**src/rtl/tmds_pkg.sv**
```systemverilog
// tmds_pkg: TMDS control tokens and word-alignment state encoding, shared across the TMDS receive path
package tmds_pkg;
   localparam logic [9:0] CTL_TOK0 = 10'h354;
   localparam logic [9:0] CTL_TOK1 = 10'h0AB;
   localparam logic [9:0] CTL_TOK2 = 10'h154;
   localparam logic [9:0] CTL_TOK3 = 10'h2AB;
   typedef enum logic [1:0] {ST_SEARCH, ST_SLIP, ST_SETTLE, ST_LOCKED} align_state_t;
   function automatic logic is_ctl(input logic [9:0] w);
      return w == CTL_TOK0 || w == CTL_TOK1 || w == CTL_TOK2 || w == CTL_TOK3;
   endfunction
endpackage

```
**src/rtl/tmds_win_cnt.sv**
```systemverilog
// tmds_win_cnt: per-window word/error/control-token accounting with window-end and early-abort detection
module tmds_win_cnt
   import tmds_pkg::*;
#(
   parameter int WINDOW  = 4096,
   parameter int ERR_MAX = 4
) (
   input  logic       clk,
   input  logic       rst,
   input  logic       en,
   input  logic       stb,
   input  logic [9:0] enc,
   input  logic       valid,
   output logic       win_end,
   output logic       win_good
);
   logic [15:0] words, errs, words_n, errs_n;
   logic ctl, ctl_n;
   always_comb begin
      words_n  = words + 16'(stb);
      errs_n   = errs + 16'(stb && !valid);
      ctl_n    = ctl | (stb && valid && is_ctl(enc));
      win_end  = en && stb && (words_n == 16'(WINDOW) || errs_n > 16'(ERR_MAX));
      win_good = errs_n <= 16'(ERR_MAX) && ctl_n;
   end
   always_ff @(posedge clk) begin
      if (rst || !en || win_end) begin
         words <= '0;
         errs  <= '0;
         ctl   <= 1'b0;
      end else begin
         words <= words_n;
         errs  <= errs_n;
         ctl   <= ctl_n;
      end
   end
endmodule

```
**src/rtl/tmds_align_ctrl.sv**
```systemverilog
// tmds_align_ctrl: TMDS word-alignment controller issuing bitslips until control tokens lock the channel
module tmds_align_ctrl
   import tmds_pkg::*;
#(
   parameter int WINDOW     = 4096,
   parameter int ERR_MAX    = 4,
   parameter int SETTLE     = 16,
   parameter int LOCK_WIN   = 4,
   parameter int UNLOCK_WIN = 2
) (
   input  logic       clk,
   input  logic       rst,
   input  logic       stb,
   input  logic [9:0] enc,
   input  logic       valid,
   output logic       bitslip,
   output logic       locked,
   output logic [3:0] slip_cnt
);
   align_state_t state, nxt;
   logic [15:0] good_cnt, bad_cnt;
   logic [7:0] settle_cnt;
   logic win_end, win_good, acct;
   assign acct = state == ST_SEARCH || state == ST_LOCKED;
   tmds_win_cnt #(.WINDOW(WINDOW), .ERR_MAX(ERR_MAX)) u_win (
      .clk(clk), .rst(rst), .en(acct), .stb(stb), .enc(enc), .valid(valid),
      .win_end(win_end), .win_good(win_good)
   );
   always_comb begin
      nxt = state;
      case (state)
         ST_SEARCH: if (win_end) nxt = !win_good ? ST_SLIP :
                                       good_cnt + 16'd1 == 16'(LOCK_WIN) ? ST_LOCKED : ST_SEARCH;
         ST_LOCKED: if (win_end && !win_good && bad_cnt + 16'd1 == 16'(UNLOCK_WIN)) nxt = ST_SLIP;
         ST_SLIP:   nxt = ST_SETTLE;
         default:   if (settle_cnt == 8'(SETTLE - 1)) nxt = ST_SEARCH;
      endcase
   end
   always_ff @(posedge clk) begin
      if (rst) begin
         state      <= ST_SEARCH;
         bitslip    <= 1'b0;
         locked     <= 1'b0;
         slip_cnt   <= '0;
         good_cnt   <= '0;
         bad_cnt    <= '0;
         settle_cnt <= '0;
      end else begin
         state      <= nxt;
         bitslip    <= nxt == ST_SLIP;
         locked     <= nxt == ST_LOCKED;
         if (nxt == ST_SLIP) slip_cnt <= slip_cnt == 4'd9 ? 4'd0 : slip_cnt + 4'd1;
         good_cnt   <= state == ST_SEARCH ? good_cnt + 16'(win_end && win_good) : '0;
         bad_cnt    <= state != ST_LOCKED ? '0 : !win_end ? bad_cnt : win_good ? '0 : bad_cnt + 16'd1;
         settle_cnt <= state == ST_SETTLE ? settle_cnt + 8'd1 : '0;
      end
   end
endmodule

```
**config.mk**
```make
export PLATFORM = sky130hd
export DESIGN_NAME = tmds_align_ctrl
export DESIGN_NICKNAME = d
export VERILOG_FILES = /design/src/rtl/tmds_pkg.sv /design/src/rtl/tmds_win_cnt.sv /design/src/rtl/tmds_align_ctrl.sv
export SDC_FILE = /design/constraint.sdc
export NUM_CORES = 1
export LEC_CHECK = 0
export ABC_AREA = 1
export BUFFER_PORTS_ARGS = -buffer_cell sky130_fd_sc_hd__buf_2
export CAP_MARGIN = 20
export CORE_ASPECT_RATIO = 0.5
export CORE_MARGIN = 8
export CORE_UTILIZATION = 35
export CTS_CLUSTER_SIZE = 30
export DETAILED_ROUTE_END_ITERATION = 16
export GPL_TIMING_DRIVEN = 0
export HOLD_SLACK_MARGIN = 0.08
export PLACE_DENSITY = 0.47
export SYNTH_ARGS = -nofsm -noshare
export SYNTH_HDL_FRONTEND = slang
export SYNTH_SLANG_ARGS = --single-unit
```
**constraint.sdc**
```tcl
create_clock -name clk -period 4 [get_ports clk]
set_input_delay 0 -clock clk [delete_from_list [all_inputs] [get_ports clk]]
set_output_delay 0 -clock clk [all_outputs]
set_load 0.01 [all_outputs]
```
# After elaboration in Yosys (flattened, before gate mapping)

Cells that the tools add are included.
Widths: inputs -> output; s select.

Bits in registers: 81
Output and inout bits: 6

Add/sub/neg operators: 7
Magnitude comparators: 2
Eq/ne operators: 15
Mux-type cells: 8
Bitwise operators: 3
Reduce and logical (&&, ||, !) cells: 23

Operator list:

| kind                  | count |
|---|---|
| $add 16x1->16         | 3 |
| $add 16x1->16 const B | 2 |
| $eq 10x10->1 const B  | 2 |
| $eq 16x13->1 const B  | 1 |
| $eq 16x2->1 const B   | 1 |
| $eq 16x3->1 const B   | 1 |
| $gt 16x3->1 const B   | 1 |
| $le 16x3->1 const B   | 1 |
| $mux 16               | 1 |
| $eq 10x8->1 const B   | 1 |
| $eq 10x9->1 const B   | 1 |
| $mux 2                | 5 |
| $logic_and 1x1->1     | 9 |
| $add 8x1->8 const B   | 1 |
| $eq 8x4->1 const B    | 1 |
| $logic_or 1x1->1      | 7 |
| $eq 2x2->1 const B    | 3 |
| $pmux 2 s3            | 1 |
| $reduce_or 2->1       | 3 |
| $add 4x1->4 const B   | 1 |
| $eq 2x1->1 const B    | 2 |
| $eq 4x4->1 const B    | 1 |
| $mux 4                | 1 |
| $logic_not 1->1       | 3 |
| 4 further kinds       | 5 |

# Logic depth before layout (Yosys ltp)

Word-level depth: 13
Gate-level depth with buffers: 27
Depth with buffers taken out: 27

# Modules after synthesis

A second synthesis with hierarchy kept.

Cell total of the unflattened synthesis: 767
Area total of the unflattened synthesis: 4888.4 sq um

Modules (own cells, without submodules):

| module          | times used | cells each | area each (sq um) |
|---|---|---|---|
| tmds_align_ctrl | 1          | 445        | 2855.2 |
| tmds_win_cnt    | 1          | 322        | 2033.2 |

# Least setup slack after synthesis

OpenSTA, ideal clock, no wires.

Kind: reg2reg
Start point: register u_win.errs[0]
End point: register good_cnt[14]
Setup time: 119 ps
Arrival time: 2810 ps
Slack: 1071 ps
Stages on the path, launching flop included: 24
Path buffers: 0
Path through: dfxtp_1 -> ha_1 -> ha_1 -> nand2_1 -> nor2_1 -> nand2_1 -> nand2_1 -> nand2_1 -> nor2_1 -> nand2_1 -> nor2_1 -> nand3_1 -> nor2_1 -> ha_1 -> ha_1 -> nand3_1 -> nor2_1 -> inv_1 -> nor2_1 -> inv_1 -> nor2_1 -> nand2_1 -> o21ai_0 -> a21oi_1

Longest elaborated chain between the ends: 6
Elaborated cells between the ends (all ways): 8
Those cells by class: add/sub: 2; order compare: 2; reduce/logical: 4

RTL lines:

| what                   | line                  | source |
|---|---|---|
| start, declared        | tmds_win_cnt.sv:17    | `logic [15:0] words, errs, words_n, errs_n;` |
| start signal, assigned | tmds_win_cnt.sv:33    | `errs <= errs_n;` |
| $add 16x1->16 *        | tmds_win_cnt.sv:21    | `errs_n = errs + 16'(stb && !valid);` |
| $gt 16x3->1            | tmds_win_cnt.sv:23    | `win_end = en && stb && (words_n == 16'(WINDOW) \|\| errs_n > 16'(ERR_MAX));` |
| $logic_or 1x1->1       | tmds_win_cnt.sv:23    |  |
| $logic_and 1x1->1      | tmds_win_cnt.sv:23    |  |
| $logic_and 1x1->1 *    | tmds_align_ctrl.sv:53 | `good_cnt <= state == ST_SEARCH ? good_cnt + 16'(win_end && win_good) : '0;` |
| $add 16x1->16 *        | tmds_align_ctrl.sv:53 |  |
| end signal, assigned   | tmds_align_ctrl.sv:53 |  |
| end, declared          | tmds_align_ctrl.sv:21 | `logic [15:0] good_cnt, bad_cnt;` |

Mark *: on every way between the ends. The rest lies on a longest branch, timed or not.
A chain may end at the register's enable or synchronous reset.

# Final worst setup path

Same ends and word-level chain as after synthesis.

==> run summary <==
ROUTING
-------------------------------------------------------------------------------------
Routed Wire Length                                                       11,400 microns
Post-detailed-route count of antenna-violating nets                                 0
Avg Vias per Cell                                                                4.55
DRC violation count after routing                                                   0
Via count                                                                       4,540
DRC violation total after the first TritonRoute iteration                         144
First-pass detailed-route iteration total                                           4
Routed wirelength normalized by instance count                           11.4 microns

MIN PATH
-------------------------------------------------------------------------------------
Hold WC Path Type                                                           in -> reg

FLOORPLAN
-------------------------------------------------------------------------------------
Std-Cell Rows                                                                      30
Io pins                                                                            20
Standard cell core area                                                  0.0136 sq mm
Die X-Extent                                                              182 microns
Initial cell density of the core                                                35.8%
Die area                                                                 0.0181 sq mm
Die boundary height                                                      99.2 microns

SETUP PATH
-------------------------------------------------------------------------------------
Largest fanout of any net on the critical path                                      4
Setup crit start kind                                                            flop
Required arrival time at the worst endpoint                                   4.23 ns
Worst endpoint data arrival time                                              3.84 ns
CP endpoint kind                                                                 flop
Type of the setup path with the least slack                                reg -> reg

FINISH
-------------------------------------------------------------------------------------
Finished Core Util                                                              40.6%
Antenna diode count                                                                 0
Share of post-route cells with drive strength above 1                           7.44%
Count of nets after finishing                                                     831
Post-synthesis to final-layout area growth                                      13.7%
Number of standard cells in the layout, taps in and fillers out                   998

POWER
-------------------------------------------------------------------------------------
Power per standard cell area                                              363 mW/mm^2
Leakage                                                                       2.16 nW
Worst voltage drop across the vdd grid                                         171 uV
Tot Pwr                                                                       2.00 mW

GRT
-------------------------------------------------------------------------------------
Pin count of the biggest net entering global routing                               13
Wire length of the first global-routing pass                             20,000 microns
Antenna violations before repair                                                    0
Overall fraction of global-route tracks in use                                  13.4%
Overall overflow remaining after global route                                       0
Number of global-route vias before repair                                       4,311

PLACE
-------------------------------------------------------------------------------------
Number of port buffers                                                             17
Number of placed instances with taps included                                     981
HPWL Detailed                                                            8740 microns
Final estimated routing congestion in global placement                          0.826

STA
-------------------------------------------------------------------------------------
Clk_skew                                                                    0.0106 ns
Final-layout setup total negative slack                                          0 ns
Worst slew margin relative to its limit                                         52.4%
Setup Viol. Count Final                                                             0
Period utilisation layout                                                       90.4%
Final hold violations                                                               0
Highest clock rate                                                            276 MHz
Final hold slack                                                            0.0781 ns
Final slew viol count                                                               0
Slew @ Worst Pin                                                             0.712 ns
RSZ-0062 raised after global routing                                            false
Period minus WS final                                                         3.62 ns

CTS
-------------------------------------------------------------------------------------
CTS tree                                                                         done
Root Buffer                                                              sky130_fd_sc_hd__clkbuf_16
Clock-pin slew of the registers on the worst-case setup and hold paths        0.06 ns
Htree depth                                                                         3
Sinks on Clock Net                                                                 81
Maximum clock insertion buffer count                                                2
Clock latency on the worst-skew pair                                          0.34 ns
Number of CTS-inserted buffers                                                      9
Number of post-CTS setup repair buffers                                             0

LOGIC SYNTHESIS
-------------------------------------------------------------------------------------
Post-synth cell types                                                              33
Yosys top cell by area                                                   sky130_fd_sc_hd__dfxtp_1
Post-Synthesis Cell Area                                                 0.00484 sq mm
Area contributors post-synth                                             sky130_fd_sc_hd__dfxtp_1, sky130_fd_sc_hd__nand2_1, sky130_fd_sc_hd__nor2_1
Number of flip-flops and latches in the synthesized netlist                        81
Synthesized netlist net count                                                     800
Portion of synthesized cell area occupied by the leading cell type              33.5%
Synth Area per Inst                                                        6.28 sq um
Cells after Synth                                                                 772
Fraction of the yosys area taken by sequential cells                            33.5%
Yosys synthesis warning count                                                       0

OUTCOME
-------------------------------------------------------------------------------------
Run status                                                               finished clean

RUN
-------------------------------------------------------------------------------------
Maxcap violations                                                                   0

-- layout by cell type, fill, tap and decap left out, types with 2 or more instances in the layout --
master / instances
sky130_fd_sc_hd__dfxtp_1: 81
sky130_fd_sc_hd__xor2_1: 16
sky130_fd_sc_hd__dlygate4sd3_1: 3
sky130_fd_sc_hd__buf_1: 3
sky130_fd_sc_hd__nand3_1: 58
sky130_fd_sc_hd__inv_1: 97
sky130_fd_sc_hd__nor2_1: 144
sky130_fd_sc_hd__nor3_1: 9
sky130_fd_sc_hd__nor4_1: 2
sky130_fd_sc_hd__clkbuf_1: 4
sky130_fd_sc_hd__xnor2_1: 2
sky130_fd_sc_hd__nor3b_1: 4
sky130_fd_sc_hd__nor2_4: 4
sky130_fd_sc_hd__clkbuf_16: 9
sky130_fd_sc_hd__o21bai_1: 12
sky130_fd_sc_hd__a2bb2oi_1: 5
sky130_fd_sc_hd__a21oi_1: 34
sky130_fd_sc_hd__buf_2: 20
sky130_fd_sc_hd__nand3b_1: 4
sky130_fd_sc_hd__o21ai_0: 18
sky130_fd_sc_hd__nand4_1: 17
sky130_fd_sc_hd__nor2_2: 7
sky130_fd_sc_hd__ha_1: 14
sky130_fd_sc_hd__nand3_2: 5
sky130_fd_sc_hd__nand2_2: 5
sky130_fd_sc_hd__nand2_4: 2
sky130_fd_sc_hd__nand2_1: 215
-- metal layers --
layer	vias to the layer above	share of wire, %	global-route usage [%]
li1	2515	-	-
met1	1980	54	17.8
met2	41	44	21.4
met3	4	2.2	3.49
met4	0	0.44	2.88
met5	-	0	0
-- report_power, final --
| group | internal (mW) | total, mW | leakage (nW) | switching, mW |
|---|---|---|---|---|
| logic | 0.100 | 0.320 | 1.37 | 0.220 |
| clock network | 0.493 | 0.821 | 0.137 | 0.328 |
| registers | 0.837 | 0.858 | 0.653 | 0.0212 |
-- state kept, by name, indices dropped and copies added, names as in the netlist --
| register | count |
|---|---|
| bad_cnt | 16 |
| good_cnt | 16 |
| u_win.errs | 16 |
| u_win.words | 16 |
| settle_cnt | 8 |
| slip_cnt | 4 |
| state | 2 |
| bitslip | 1 |
| locked | 1 |
| u_win.ctl | 1 |
-- area by class of cell --
| class | instances | area (sq um) |
|---|---|---|
| clock buffers | 11 | 243 |
| clock inverters | 3 | 42.5 |
| repair buffers | 20 | 115 |
| multi-input cells | 583 | 2830 |
| well taps | 192 | 240 |
| inverters | 98 | 370 |
| plain buffers | 10 | 48.8 |
| fillers | 1471 | 8040 |
| flip-flops and latches | 81 | 1620 |
-- path summary, 6_finish.rpt --
kind                            cells after the start                       end                startpoint  slack (ns)
worst max-delay path                               23   good_cnt[14]$_SDFF_PP0_  u_win.errs[0]$_SDFF_PP0_        0.38
worst max register to register                     23   good_cnt[14]$_SDFF_PP0_  u_win.errs[0]$_SDFF_PP0_        0.38
worst min-delay path                                2  slip_cnt[3]$_SDFFE_PP0N_                       rst        0.08
worst min register to register                      1  settle_cnt[0]$_SDFF_PP0_  settle_cnt[0]$_SDFF_PP0_        0.45
-- cell usage after synthesis --
cell type	count
sky130_fd_sc_hd__and3_1	1
sky130_fd_sc_hd__o21bai_1	12
sky130_fd_sc_hd__nand2_2	5
sky130_fd_sc_hd__nand3_2	4
sky130_fd_sc_hd__nand2_1	215
sky130_fd_sc_hd__ha_1	14
sky130_fd_sc_hd__xnor2_1	2
sky130_fd_sc_hd__inv_4	1
sky130_fd_sc_hd__nor2_2	3
sky130_fd_sc_hd__nor3b_1	4
sky130_fd_sc_hd__nand3_1	59
sky130_fd_sc_hd__buf_6	1
sky130_fd_sc_hd__nand2_4	2
sky130_fd_sc_hd__nor2_1	149
sky130_fd_sc_hd__xor2_1	16
sky130_fd_sc_hd__inv_1	97
sky130_fd_sc_hd__nand4_1	17
sky130_fd_sc_hd__clkbuf_1	3
sky130_fd_sc_hd__o21ai_0	18
sky130_fd_sc_hd__nor3_1	9
sky130_fd_sc_hd__a21oi_2	1
sky130_fd_sc_hd__a21oi_1	34
sky130_fd_sc_hd__nor2_4	3
sky130_fd_sc_hd__buf_1	3
sky130_fd_sc_hd__nand3b_1	4
sky130_fd_sc_hd__a2bb2oi_1	5
sky130_fd_sc_hd__a211oi_1	1
sky130_fd_sc_hd__nor4_1	2
sky130_fd_sc_hd__o2111ai_1	1
sky130_fd_sc_hd__dfxtp_1	81
sky130_fd_sc_hd__or2_2	1
sky130_fd_sc_hd__o31ai_1	1
sky130_fd_sc_hd__buf_2	3
-- metrics by stage --
stage / setup slack [ns] / instance area, sq um
4_1_cts: 0.0735 / 5490
6_report: 0.383 / 5510
2_1_floorplan: 1.07 / 4840
3_5_place_dp: 0.0883 / 5170
5_1_grt: 0.0114 / 5510
3_3_place_gp: 0.0936 / 5170
-- kinds of logic after synthesis --
family / after synthesis / share of synthesized area (%)
buf+inv: 108 / 8.65
flops: 81 / 33.5
compound gates: 73 / 8.81
xor+xnor: 18 / 3.25
fa+ha+maj: 14 / 3.62
simple gates: 478 / 42.2
-- worst max-delay path, cell delays in order (launching register included) --
cell	delay (ns)
sky130_fd_sc_hd__dfxtp_1	0.31
sky130_fd_sc_hd__ha_1	0.18
sky130_fd_sc_hd__ha_1	0.22
sky130_fd_sc_hd__nand2_1	0.12
sky130_fd_sc_hd__nor2_1	0.29
sky130_fd_sc_hd__nand3_1	0.11
sky130_fd_sc_hd__nand2_1	0.12
sky130_fd_sc_hd__inv_1	0.04
sky130_fd_sc_hd__nor2_1	0.09
sky130_fd_sc_hd__nand2_1	0.08
sky130_fd_sc_hd__nor2_2	0.16
sky130_fd_sc_hd__nand3_2	0.13
sky130_fd_sc_hd__nor2_4	0.18
sky130_fd_sc_hd__ha_1	0.20
sky130_fd_sc_hd__ha_1	0.20
sky130_fd_sc_hd__nand3_1	0.14
sky130_fd_sc_hd__nor2_2	0.17
sky130_fd_sc_hd__inv_1	0.09
sky130_fd_sc_hd__nor2_1	0.12
sky130_fd_sc_hd__inv_1	0.08
sky130_fd_sc_hd__nor2_1	0.15
sky130_fd_sc_hd__nand2_1	0.08
sky130_fd_sc_hd__o21ai_0	0.17
sky130_fd_sc_hd__a21oi_1	0.05
-- timing repair --
| item | CTS | global route |
|---|---|---|
| hold buffers | 3 | 0 |
| hold endpoints to repair | 2 | 0 |
| endpoints found under the setup margin | 0 | 6 |
| resized for setup | 0 | 7 |
Power figures use the tool's default switching activity.
